[config.mk]
export PLATFORM = sky130hd
export DESIGN_NAME = pong_frame_engine
export DESIGN_NICKNAME = d
export VERILOG_FILES = /design/src/rtl/pong_frame_engine.sv
export SDC_FILE = /design/constraint.sdc
export NUM_CORES = 1
export LEC_CHECK = 0
export ABC_AREA = 1
export BUFFER_PORTS_ARGS = -buffer_cell sky130_fd_sc_hd__buf_4
export CAP_MARGIN = 20
export CORE_MARGIN = 5
export CORE_UTILIZATION = 50
export CTS_CLUSTER_SIZE = 20
export DETAILED_ROUTE_END_ITERATION = 8
export PLACE_DENSITY = 0.68
export RECOVER_POWER = 25
export SYNTH_ARGS = -nofsm -noshare
export SYNTH_HDL_FRONTEND = slang
export SYNTH_SLANG_ARGS = --single-unit
export TNS_END_PERCENT = 100
[constraint.sdc]
create_clock -name CLOCK_25 -period 2.62 [get_ports CLOCK_25]
set_clock_uncertainty 0.05 [all_clocks]
set_input_delay 0.131 -clock CLOCK_25 [delete_from_list [all_inputs] [get_ports CLOCK_25]]
set_output_delay 0.131 -clock CLOCK_25 [all_outputs]
set_load 0.02 [all_outputs]
[src/rtl/pong_frame_engine.sv]
`timescale 1ns/1ps
// Pong game-state engine: paddles, ball and scores advance once per frame_start,
// and a registered 3-bit colour is produced for every scanned (x, y).
//
// state    | meaning
// ---------+-----------------------------------------------
// ST_SERVE | ball parked at centre, serve_cnt counting down
// ST_PLAY  | ball moving, bounce/score rules active
// ST_OVER  | a player reached WIN_SCORE, waiting for start
module pong_frame_engine #(
    parameter int H_ACTIVE     = 640,
    parameter int V_ACTIVE     = 480,
    parameter int PADDLE_W     = 8,
    parameter int PADDLE_H     = 64,
    parameter int PADDLE_X_1   = 16,
    parameter int PADDLE_X_2   = 616,
    parameter int BALL_SIZE    = 8,
    parameter int PADDLE_SPEED = 4,
    parameter int BALL_SPEED   = 2,
    parameter int SERVE_FRAMES = 60,
    parameter int WIN_SCORE    = 9,
    parameter logic [2:0] COLOR_BG   = 3'b000,
    parameter logic [2:0] COLOR_P1   = 3'b010,
    parameter logic [2:0] COLOR_P2   = 3'b001,
    parameter logic [2:0] COLOR_BALL = 3'b111
) (
    input  logic        CLOCK_25,
    input  logic        reset,
    input  logic [11:0] x,
    input  logic [11:0] y,
    input  logic        frame_start,
    input  logic        p1_up,
    input  logic        p1_down,
    input  logic        p2_up,
    input  logic        p2_down,
    input  logic        start,
    output logic [2:0]  color,
    output logic [3:0]  score_1,
    output logic [3:0]  score_2,
    output logic        game_over
);
    localparam logic [1:0] ST_SERVE = 2'd0;
    localparam logic [1:0] ST_PLAY  = 2'd1;
    localparam logic [1:0] ST_OVER  = 2'd2;

    localparam int CW = (SERVE_FRAMES < 2) ? 1 : $clog2(SERVE_FRAMES + 1);
    localparam logic [CW-1:0] SERVE_LOAD = CW'(SERVE_FRAMES);

    localparam logic [11:0] BX_C   = 12'((H_ACTIVE - BALL_SIZE) / 2);
    localparam logic [11:0] BY_C   = 12'((V_ACTIVE - BALL_SIZE) / 2);
    localparam logic [11:0] PY_C   = 12'((V_ACTIVE - PADDLE_H) / 2);
    localparam logic [11:0] BY_MAX = 12'(V_ACTIVE - BALL_SIZE);
    localparam logic [11:0] X1_HIT = 12'(PADDLE_X_1 + PADDLE_W);
    localparam logic [11:0] X2_HIT = 12'(PADDLE_X_2 - BALL_SIZE);
    localparam logic [12:0] PY_MAX = 13'(V_ACTIVE - PADDLE_H);

    localparam logic [12:0] HA  = 13'(H_ACTIVE);
    localparam logic [12:0] VA  = 13'(V_ACTIVE);
    localparam logic [12:0] BS  = 13'(BALL_SIZE);
    localparam logic [12:0] SP  = 13'(BALL_SPEED);
    localparam logic [12:0] PSP = 13'(PADDLE_SPEED);
    localparam logic [12:0] PW  = 13'(PADDLE_W);
    localparam logic [12:0] PH  = 13'(PADDLE_H);
    localparam logic [12:0] X1  = 13'(PADDLE_X_1);
    localparam logic [12:0] X2  = 13'(PADDLE_X_2);
    localparam logic [3:0]  WIN = 4'(WIN_SCORE);

    logic [1:0]    state;
    logic [CW-1:0] serve_cnt;
    logic [11:0]   bx, by, p1_y, p2_y;
    logic          dx, dy;

    logic [12:0] bx13, by13, nbx, nby, x13, y13;
    logic [11:0] bx_n, by_n;
    logic        dx_n, dy_n, v1, v2, miss_l, miss_r;
    logic [3:0]  s1_inc, s2_inc;
    logic [2:0]  pixel;

    function automatic logic [11:0] paddle_next(input logic [11:0] py,
                                                input logic up, input logic down);
        logic [12:0] p;
        p = {1'b0, py};
        if (up && !down)
            return (p < PSP) ? 12'd0 : 12'(p - PSP);
        if (down && !up)
            return (p + PSP > PY_MAX) ? PY_MAX[11:0] : 12'(p + PSP);
        return py;
    endfunction

    // Ball motion candidates; compares stay in 13 bits so sums never wrap.
    always_comb begin
        bx13   = {1'b0, bx};
        by13   = {1'b0, by};
        nbx    = dx ? bx13 + SP : bx13 - SP;
        nby    = dy ? by13 + SP : by13 - SP;
        by_n   = nby[11:0];
        dy_n   = dy;
        bx_n   = nbx[11:0];
        dx_n   = dx;
        s1_inc = score_1 + 4'd1;
        s2_inc = score_2 + 4'd1;
        if (!dy && by13 < SP) begin
            by_n = 12'd0;
            dy_n = 1'b1;
        end else if (dy && by13 + BS + SP > VA) begin
            by_n = BY_MAX;
            dy_n = 1'b0;
        end
        v1 = (by13 + BS > {1'b0, p1_y}) && (by13 < {1'b0, p1_y} + PH);
        v2 = (by13 + BS > {1'b0, p2_y}) && (by13 < {1'b0, p2_y} + PH);
        if (!dx && nbx <= {1'b0, X1_HIT} && bx13 >= {1'b0, X1_HIT} && v1) begin
            bx_n = X1_HIT;
            dx_n = 1'b1;
        end else if (dx && nbx >= {1'b0, X2_HIT} && bx13 <= {1'b0, X2_HIT} && v2) begin
            bx_n = X2_HIT;
            dx_n = 1'b0;
        end
        miss_l = !dx && bx13 < SP;
        miss_r = dx && bx13 + BS + SP > HA;
    end

    always_comb begin
        x13   = {1'b0, x};
        y13   = {1'b0, y};
        pixel = 3'b000;
        if (x13 < HA && y13 < VA) begin
            if (x13 >= bx13 && x13 < bx13 + BS && y13 >= by13 && y13 < by13 + BS)
                pixel = COLOR_BALL;
            else if (x13 >= X1 && x13 < X1 + PW &&
                     y13 >= {1'b0, p1_y} && y13 < {1'b0, p1_y} + PH)
                pixel = COLOR_P1;
            else if (x13 >= X2 && x13 < X2 + PW &&
                     y13 >= {1'b0, p2_y} && y13 < {1'b0, p2_y} + PH)
                pixel = COLOR_P2;
            else
                pixel = COLOR_BG;
        end
    end

    always_ff @(posedge CLOCK_25) begin
        if (reset) begin
            state     <= ST_SERVE;
            serve_cnt <= SERVE_LOAD;
            bx        <= BX_C;
            by        <= BY_C;
            dx        <= 1'b1;
            dy        <= 1'b1;
            p1_y      <= PY_C;
            p2_y      <= PY_C;
            score_1   <= 4'd0;
            score_2   <= 4'd0;
            color     <= 3'b000;
        end else begin
            color <= pixel;
            if (frame_start) begin
                case (state)
                    ST_SERVE: begin
                        p1_y <= paddle_next(p1_y, p1_up, p1_down);
                        p2_y <= paddle_next(p2_y, p2_up, p2_down);
                        if (serve_cnt == '0)
                            state <= ST_PLAY;
                        else
                            serve_cnt <= serve_cnt - 1'b1;
                    end
                    ST_PLAY: begin
                        p1_y <= paddle_next(p1_y, p1_up, p1_down);
                        p2_y <= paddle_next(p2_y, p2_up, p2_down);
                        if (miss_l || miss_r) begin
                            // Re-serve toward the player who conceded; dy is kept.
                            bx <= BX_C;
                            by <= BY_C;
                            dx <= miss_r;
                            if (miss_l) score_2 <= s2_inc;
                            else        score_1 <= s1_inc;
                            if ((miss_l && s2_inc == WIN) || (miss_r && s1_inc == WIN)) begin
                                state <= ST_OVER;
                            end else begin
                                serve_cnt <= SERVE_LOAD;
                                state     <= ST_SERVE;
                            end
                        end else begin
                            bx <= bx_n;
                            by <= by_n;
                            dx <= dx_n;
                            dy <= dy_n;
                        end
                    end
                    ST_OVER: begin
                        if (start) begin
                            score_1   <= 4'd0;
                            score_2   <= 4'd0;
                            bx        <= BX_C;
                            by        <= BY_C;
                            p1_y      <= PY_C;
                            p2_y      <= PY_C;
                            serve_cnt <= SERVE_LOAD;
                            state     <= ST_SERVE;
                        end
                    end
                    default: state <= ST_SERVE;
                endcase
            end
        end
    end

    assign game_over = (state == ST_OVER);
endmodule
# Word level (Yosys, flattened, before mapping)

Cells that the tools add are included.
W data, S select, Z words.

Flip-flop bits (word level): 69
Input bits: 32

Multiplexer cells: 88
$lt $le $gt $ge: 30
Bitwise logic cells: 2
Add/sub/neg operators: 17
Reductions and logical operators: 52
Eq/ne operators: 15

Operator list:

| kind                    | number |
|---|---|
| $mux W12                | 26 |
| $lt A12 B13 Y1          | 6 |
| $pmux W12 S3            | 2 |
| $ge A12 B12 Y1          | 4 |
| $pmux W12 S2            | 2 |
| $gt A13 B9 Y1 const B   | 3 |
| $mux W1                 | 38 |
| $logic_and A1 B1 Y1     | 28 |
| $add A12 B3 Y13 const B | 2 |
| $add A12 B4 Y13 const B | 2 |
| $add A12 B7 Y13 const B | 2 |
| $add A13 B2 Y13 const B | 2 |
| $gt A13 B12 Y1          | 2 |
| $ge A12 B5 Y1 const B   | 2 |
| $lt A12 B10 Y1 const B  | 2 |
| $lt A12 B2 Y1 const B   | 2 |
| $lt A12 B3 Y1 const B   | 2 |
| $mux W6                 | 4 |
| $sub A12 B3 Y12 const B | 2 |
| $mux W4                 | 5 |
| $reduce_and A5 Y1       | 4 |
| $pmux W6 S3             | 1 |
| $pmux W4 S2             | 2 |
| $ne A2 B2 Y1 const B    | 7 |
| 32 further kinds        | 52 |

# Longest topological paths before layout

Gate-level depths: netlist of the first run.

Word-level depth: 13
Depth in mapped cells: 21

# Worst setup path after synthesis of the first run

No wires, ideal clock.

Path type: register -> register
Start point: reg by[3]
End point: reg dx
Slack: -0.149 ns
Data arrival time: 2.590 ns
Cell stages (with the launch flop): 19
Library setup time: 0.130 ns
Required time: 2.440 ns
Path through: dfxtp_1 -> ha_1 -> nand3_1 -> nor2_1 -> nand2_1 -> o21ai_0 -> inv_1 -> ha_1 -> inv_1 -> o211ai_1 -> inv_1 -> nand2_1 -> nor2_1 -> nor2_1 -> nand4_1 -> nand2_1 -> nor2_4 -> o21ai_0 -> nand3_1

Cells in the longest elaborated chain, start to end: 6
Elaborated cells on any way between the ends: 13
Those cells by class: 1 x add/sub; 4 x order compare; 2 x mux; 6 x reduce/logical

Ends and longest elaborated chain:

| what                                                                  | RTL line | source |
|---|---|---|
| start, declared                                                       | 70       | `logic [11:0] bx, by, p1_y, p2_y;` |
| start signal, assigned                                                | 183      | `by <= by_n;` |
| $add A12 B4 Y13                                                       | 109, 110 |  |
| $gt A13 B12 Y1, on equally long branches                              | 109, 110 |  |
| $logic_and A1 B1 Y1, on equally long branches                         | 109, 110 |  |
| $logic_and A1 B1 Y1, on equally long branches                         | 111, 114 |  |
| $reduce_bool A3 Y1 (no source line) / $mux W1 (equally long branches) | --       |  |
| $reduce_and A3 Y1 (no source line) / $mux W1 (equally long branches)  | --       |  |
| end signal, assigned                                                  | 172      | `dx <= miss_r;` |
| end signal, assigned                                                  | 184      | `dx <= dx_n;` |
| end, declared                                                         | 71       | `logic dx, dy;` |

Parallel ways exist; a longest one is shown, timed or not.
A chain may end at the register's enable or synchronous reset.

# Final worst setup path of the first run

Start point: reg by[4]
End point: reg bx[8]

Cells in the longest elaborated chain, start to end: 8
Elaborated cells on any way between the ends: 13
Those cells by class: 1 x add/sub; 4 x order compare; 4 x mux; 4 x reduce/logical

Ends and longest elaborated chain:

| what                 | RTL line | source |
|---|---|---|
| $add A12 B4 Y13      | 109, 110 |  |
| $gt A13 B12 Y1       | 110      | `v2 = (by13 + BS > {1'b0, p2_y}) && (by13 < {1'b0, p2_y} + PH);` |
| $logic_and A1 B1 Y1  | 110      |  |
| $logic_and A1 B1 Y1  | 114      | `end else if (dx && nbx >= {1'b0, X2_HIT} && bx13 <= {1'b0, X2_HIT} && v2) begin` |
| $mux W12             | 114      |  |
| $mux W12 (*)         | 111      | `if (!dx && nbx <= {1'b0, X1_HIT} && bx13 >= {1'b0, X1_HIT} && v1) begin` |
| $mux W12 (*)         | 168      | `if (miss_l \|\| miss_r) begin` |
| $pmux W12 S2 (*)     | 156      | `case (state)` |
| end signal, assigned | 182      | `bx <= bx_n;` |
| end, declared        | 70       |  |

Mark *: on every way between the ends. The rest lies on a longest branch, timed or not.

==> results of run 1 <==
## routing by layer
layer	GRT usage [%]	share of wire [%]
met2	44.43	47
met4	8.333	2.8
met3	4.584	6.2
met1	35.64	44
met5	0	0
## worst register-to-register path, delay by kind of cell, from the launching register on
kind	cells	cell delay, ns
AOI/OAI and AO/OA	2	0.21
adders and majority gates	2	0.33
buffers and inverters	3	0.33
DFF	1	0.37
and+or+nand+nor	12	1.39
## cell type report
cell class                 count  share of cell area (%)
clock buffer                   9                   2.137
multi-input combinational   1066                   64.31
timing repair buffer         155                   10.65
tap                          225                   2.672
sequential                    67                   12.94
inverter                     183                   6.566
clock inverter                 7                  0.7243
## synthesized netlist by cell type (all sizes together) (6+ instances only)
library cell  instances
xor2                 45
ha                  151
xnor2                10
nor2                143
nand4                35
inv                 181
nand2               304
clkbuf               16
or2                   6
o211ai               12
o21ai                80
nor3                 17
a21oi               114
buf                  14
dfxtp                67
nand3               110
## how the worst max path moves through the flow
stage	start	to	cells past startpoint
final	by[4]$_SDFFE_PP0P_	bx[8]$_SDFFE_PP1P_	19
after global routing	by[4]$_SDFFE_PP0P_	bx[2]$_SDFFE_PP1P_	18
after CTS	by[4]$_SDFFE_PP0P_	dx$_SDFFE_PP1P_	21
after detailed placement	by[4]$_SDFFE_PP0P_	dx$_SDFFE_PP1P_	18
after global placement	by[4]$_SDFFE_PP0P_	dx$_SDFFE_PP1P_	18
after floorplan	by[3]$_SDFFE_PP1P_	dx$_SDFFE_PP1P_	18
## registers in the layout, indices dropped and copies added, names as in the netlist, 3 cells and up
register and flops:
p1_y 12, p2_y 12, bx 11, by 11, serve_cnt 6, score_1 4
score_2 4, color 3
## power by group through the flow
stage          registers (mW)  clock network, mW  logic, mW
6_report                 1.13               1.24       1.42
5_1_grt                  1.14               1.32       1.59
4_1_cts                  1.13               1.26       1.35
3_5_place_dp             1.15                  0       1.34
3_3_place_gp             1.15                  0       1.31
2_1_floorplan            1.14                  0      0.892
## metrics by stage
step	instance area, um^2	setup TNS, ns
after global placement	9910	-0.2147
after CTS	10320	-0.003130
after detailed placement	9910	-0.8846
after floorplan	8658	0
after global routing	10540	-2.501
final	10540	-0.6700
## repair_timing
| action | CTS | global route |
|---|---|---|
| buffers inserted | 3 | 5 |
| endpoints found under the setup margin | 9 | 40 |
| cloned | 0 | 0 |
| resized for setup | 18 | 60 |
| pin swaps | 8 | 20 |
## kinds of logic (layout without fill, tap and decap cells)
| logic type | Yosys count | count (layout) | synth area share, % |
|---|---|---|---|
| simple gates | 627 | 627 | 32.35 |
| compound gates | 233 | 233 | 14.94 |
| buf+inv | 213 | 354 | 9.488 |
| fa+ha+maj | 151 | 151 | 21.84 |
| flops | 67 | 67 | 15.50 |
| xor+xnor | 55 | 55 | 5.872 |
==> results by group, run 1 <==
Outcome
  – Status: finished with violations
  – Violated checks: negative setup slack

Floorplan
  – DIE HEIGHT: 141.5 um
  – Initial core utilization: 50.54%
  – Core box area: 17120 um^2
  – Number of placement rows: 48
  – Die width: 141.5 um
  – Io pins: 44
  – Die Area: 20030 um^2

Logic synthesis
  – Synth cell types: 51
  – Synth Register Bits: 67
  – Fraction of registers with async set/reset: 0%
  – Mapped cell area: 8651 um^2
  – Synth area leader: ha_1
  – Largest cells by area after synthesis: ha_1 (22%), dfxtp_1 (16%), nand2_1 (13%), inv_1 (7.5%), a21oi_1 (6.4%)
  – Number of synthesis warnings: 0
  – Top cell type's share of synthesized area: 21.84%
  – Post-synth EDFFs: 0
  – Cells after Synth: 1346
  – Post-synthesis net count: 1529
  – Synth Area per Inst: 6.427 um^2
  – Sequential fraction of the synthesis area: 15.50%
  – Main synth FF type: dfxtp_1

Finish
  – Multi-input gate area: 6777 um^2
  – Nets: 1665
  – Ratio of cells with drive above 1 in the final layout: 18.09%
  – Finished Core Util: 61.56%
  – Most common cell after layout, fill and taps aside: nand2_1
  – Non-filler cells, final: 1712
  – Sequential Area: 1364 um^2
  – Antenna cells: 0
  – Commonest cells after routing, fill and taps aside: nand2_1 (282), inv_1 (166), buf_4 (140), ha_1 (138), nor2_1 (123)
  – Fillers: 1610
  – P&R area growth vs syn: 21.81%

Timing
  – Hold_ws: 0.1035 ns
  – RSZ-0062 raised after global routing: true
  – Maximum clock rate: 0.3661 GHz
  – Final setup violation count: 9
  – Minimum clock period: 2.732 ns
  – Least-Margin Pin Slew: 0.9031 ns
  – Final Max Tran Viols: 0
  – Relative slew slack: 39.73%
  – Setup WS post-layout: -0.1117 ns
  – Tcrit/Tclk final: 104.3%
  – Final Hold Vio Count: 0

CTS
  – Hold Buf Count CTS: 0
  – CTS tree: done
  – Num CTS Buffers: 9
  – Clk slew on worst S/H paths: 0.06 ns
  – Root buf cell: clkbuf_16
  – Max clock buf depth: 2
  – Clock Sinks: 67
  – Insertion delay to the later sink of the worst-skew pair: 0.34 ns
  – H-Tree Depth: 3

Power and ir drop
  – Leakage Power: 5.219 nW
  – Sw Pwr: 1.407 mW
  – Max VDD drop: 0.3359 mV
  – Internal cell power: 2.380 mW
  – PD cells: 359.4 nW/um^2
  – Total Power: 3.787 mW
  – Share of power burned in registers: 29.8%
  – Clock power frac: 32.7%
  – Sw frac: 37.16%
  – Comb pwr share: 37.4%

Placement
  – GPL Wtd Cong: 0.9976
  – Dpl hpwl: 21.88 mm
  – IO buf count: 42
  – Post-place setup slack: -0.1950 ns
  – Placed insts: 1688

Worst hold path
  – Hold EP: score_1[2]$_SDFFE_PP0P_
  – Worst hold stages: 2
  – Worst Hold Class: input pin to register
  – Hold path start: reset

Job
  – Maxcap violations: 0

Global route
  – All-layer global routing usage: 26.82%
  – First-pass GRT wire length: 43.62 mm
  – Number of global-route vias before repair: 8800
  – Largest net degree at the start of global routing: 26
  – Antenna violations before repair: 0
  – GRT overflow: 0

Worst setup path
  – Reg-to-Reg Start: by[4]$_SDFFE_PP0P_
  – Critical path, cell by cell: ha_4, nand3_4, nor2_4, nand2_2, nor2_1, inv_1, nand2_2, o21ai_2, inv_2, ha_4, nand4_1, nor4_2, nor2_1, nand4_1, nand2_2, buf_4, o21ai_1, nand2_1, nand2_1
  – CP bufs+invs: 3
  – CP required: 2.86 ns
  – Crit Path Category: register to register
  – CP dominant cell by count: nand2_2
  – Slowest cell delay on critical path: 0.37 ns
  – R2r setup slk: -0.11 ns
  – Worst Reg2Reg Path Length in Cells: 19
  – FF-to-FF End: bx[8]$_SDFFE_PP1P_
  – Worst path top cell family by delay: simple AND/OR/NAND/NOR gates
  – Setup crit end kind: register
  – Worst-path fanout max: 4
  – CP Launch Type: register
  – Slowest CP cell: dfxtp_4
  – Worst EP arrival: 2.97 ns

Drt
  – Initial DRT Pass Iterations: 5
  – # DRC: 0
  – Final antenna-violating net count: 0
  – Number of DRC markers in iteration 0: 697
  – Wire per inst: 15.98 um
  – Via density per instance: 5.457
  – DRT Wirelength: 27.36 mm
  – Via count: 9343
No activity file was read; power rests on OpenSTA's default activity.
==> inputs of run 2 (changes only) <==
CORE_UTILIZATION = 27   (was 50)
PLACE_DENSITY = 0.41   (was 0.68)
==> results by group, run 2 (synthesized netlist as in run 1, its figures left out) <==
Outcome
  – Status: finished with violations
  – Violated checks: negative setup slack

Drt
  – Wire per inst: 16.60 um
  – DR WL met2: 14.73 mm
  – Final antenna-violating net count: 0
  – Via density per instance: 4.775
  – # DRC: 0
  – Max layer used: met4
  – DRT Wirelength: 32.18 mm
  – Via count: 9258
  – Number of DRC markers in iteration 0: 536
  – WL met3: 875 um
  – M1 WL: 15.84 mm
  – Initial DRT Pass Iterations: 7

Timing
  – Hold_ws: 0.09532 ns
  – Setup_tns: -0.2244 ns
  – Final Max Tran Viols: 0
  – RSZ-0062 raised after global routing: true
  – Least-Margin Pin Slew: 0.4916 ns
  – Setup WS post-layout: -0.04125 ns
  – Minimum clock period: 2.661 ns
  – Final setup violation count: 11
  – Final Hold Vio Count: 0
  – Maximum clock rate: 0.3758 GHz
  – Relative slew slack: 66.88%
  – Tcrit/Tclk final: 101.6%

CTS
  – H-Tree Depth: 3
  – CTS tree: done
  – Hold Buf Count CTS: 0
  – Root buf cell: clkbuf_16
  – Insertion delay to the later sink of the worst-skew pair: 0.36 ns
  – Clock Sinks: 67
  – Clk slew on worst S/H paths: 0.07 ns
  – Num CTS Buffers: 9
  – Max clock buf depth: 2

Worst setup path
  – Slowest cell delay on critical path: 0.34 ns
  – CP required: 2.86 ns
  – Worst path top cell family by delay: simple AND/OR/NAND/NOR gates
  – Crit Path Category: register to register
  – Worst EP arrival: 2.90 ns
  – Slowest CP cell: dfxtp_2
  – CP bufs+invs: 3
  – Critical path, cell by cell: ha_4, nand3_4, nor2_4, nand2_4, nor2_2, inv_1, nand2_2, o21ai_4, inv_2, ha_4, nand4_1, nor4b_4, nor2_2, nand4_1, nand2_2, nor2_4, buf_6, nand2_2, a21oi_2
  – CP dominant cell by count: nand2_2
  – Setup crit end kind: register
  – Worst-path fanout max: 4
  – CP Launch Type: register

Worst hold path
  – Worst Hold Class: input pin to register

Global route
  – GRT overflow: 0
  – Number of global-route vias before repair: 9139
  – First-pass GRT wire length: 50.44 mm
  – All-layer global routing usage: 17.87%
  – Antenna violations before repair: 0
  – Largest net degree at the start of global routing: 28

Power and ir drop
  – Max VDD drop: 0.2807 mV
  – PD cells: 348.2 nW/um^2
  – Leakage Power: 5.569 nW

Job
  – Maxcap violations: 0

Placement
  – GPL Wtd Cong: 0.8858
  – IO buf count: 42
  – Dpl hpwl: 26.21 mm

Floorplan
  – Number of placement rows: 65
  – Initial core utilization: 27.41%
  – Die Area: 35720 um^2
  – DIE HEIGHT: 189.0 um
  – Io pins: 44
  – Die width: 189.0 um
  – Core box area: 31560 um^2

Finish
  – Antenna cells: 0
  – Fillers: 3451
  – Multi-input gate area: 6937 um^2
  – P&R area growth vs syn: 30.82%
  – Ratio of cells with drive above 1 in the final layout: 22.45%
  – Sequential Area: 1358 um^2
  – Biggest regs: p1_y: 12 flops, p2_y: 12 flops
  – Commonest cells after routing, fill and taps aside: nand2_1 (274), buf_4 (186), inv_1 (164), ha_1 (136), nor2_1 (119)
  – Nets: 1715
  – Most common cell after layout, fill and taps aside: nand2_1
-- run 2: final cells by class --
class,instances,area share [%]
Timing Repair Buffer,205,13.50
Inverter,183,6.092
Clock buffer,10,2.112
Sequential cell,67,12.00
Clock inverter,6,0.5638
Multi-Input combinational cell,1066,61.29
Tap cell,402,4.444
-- run 2: power by group --
group / total, mW / switching (mW) / internal (mW)
Sequential: 1.13 / 0.0576 / 1.07
Clock: 1.29 / 0.530 / 0.763
Combinational: 1.52 / 0.894 / 0.626
-- run 2: per-stage QoR --
| step | total power [mW] | setup WS [ns] | utilization (%) | instances | area [um^2] |
|---|---|---|---|---|---|
| 2_1_floorplan | 2.029 | 0.03407 | - | 1346 | 8658 |
| 3_3_place_gp | 2.608 | -0.2539 | 33.15 | 1909 | 10460 |
| 3_5_place_dp | 2.612 | -0.3586 | 33.15 | 1909 | 10460 |
| 4_1_cts | 3.956 | -0.1392 | 35.04 | 1932 | 11060 |
| 5_1_grt | 4.220 | -0.2337 | 35.86 | 1939 | 11320 |
| 6_report | 3.941 | -0.04125 | 35.86 | 1939 | 11320 |
-- run 2: worst paths after layout --
kind                                                 from                   endpoint  slack (ns)  cells past startpoint
worst max register to register         by[4]$_SDFFE_PP0P_         bx[1]$_SDFFE_PP0P_       -0.04                     19
worst min-delay path                                reset       p2_y[3]$_SDFFE_PP0P_         0.1                      2
worst max-delay path                   by[4]$_SDFFE_PP0P_         bx[1]$_SDFFE_PP0P_       -0.04                     19
worst min register to register  serve_cnt[0]$_SDFFE_PP0P_  serve_cnt[0]$_SDFFE_PP0P_        0.44                      2
-- run 2: timing repair --
item / CTS / global route
pin swaps: 26 / 38
setup endpoints to repair: 18 / 44
setup buffers: 8 / 9
gates resized for setup: 51 / 63
-- run 2: metal layers --
metal,global-route usage [%],up-vias
met5,0,-
met4,5.045,0
met3,2.176,31
met2,29.32,130
met1,24.71,4251
li1,-,4846
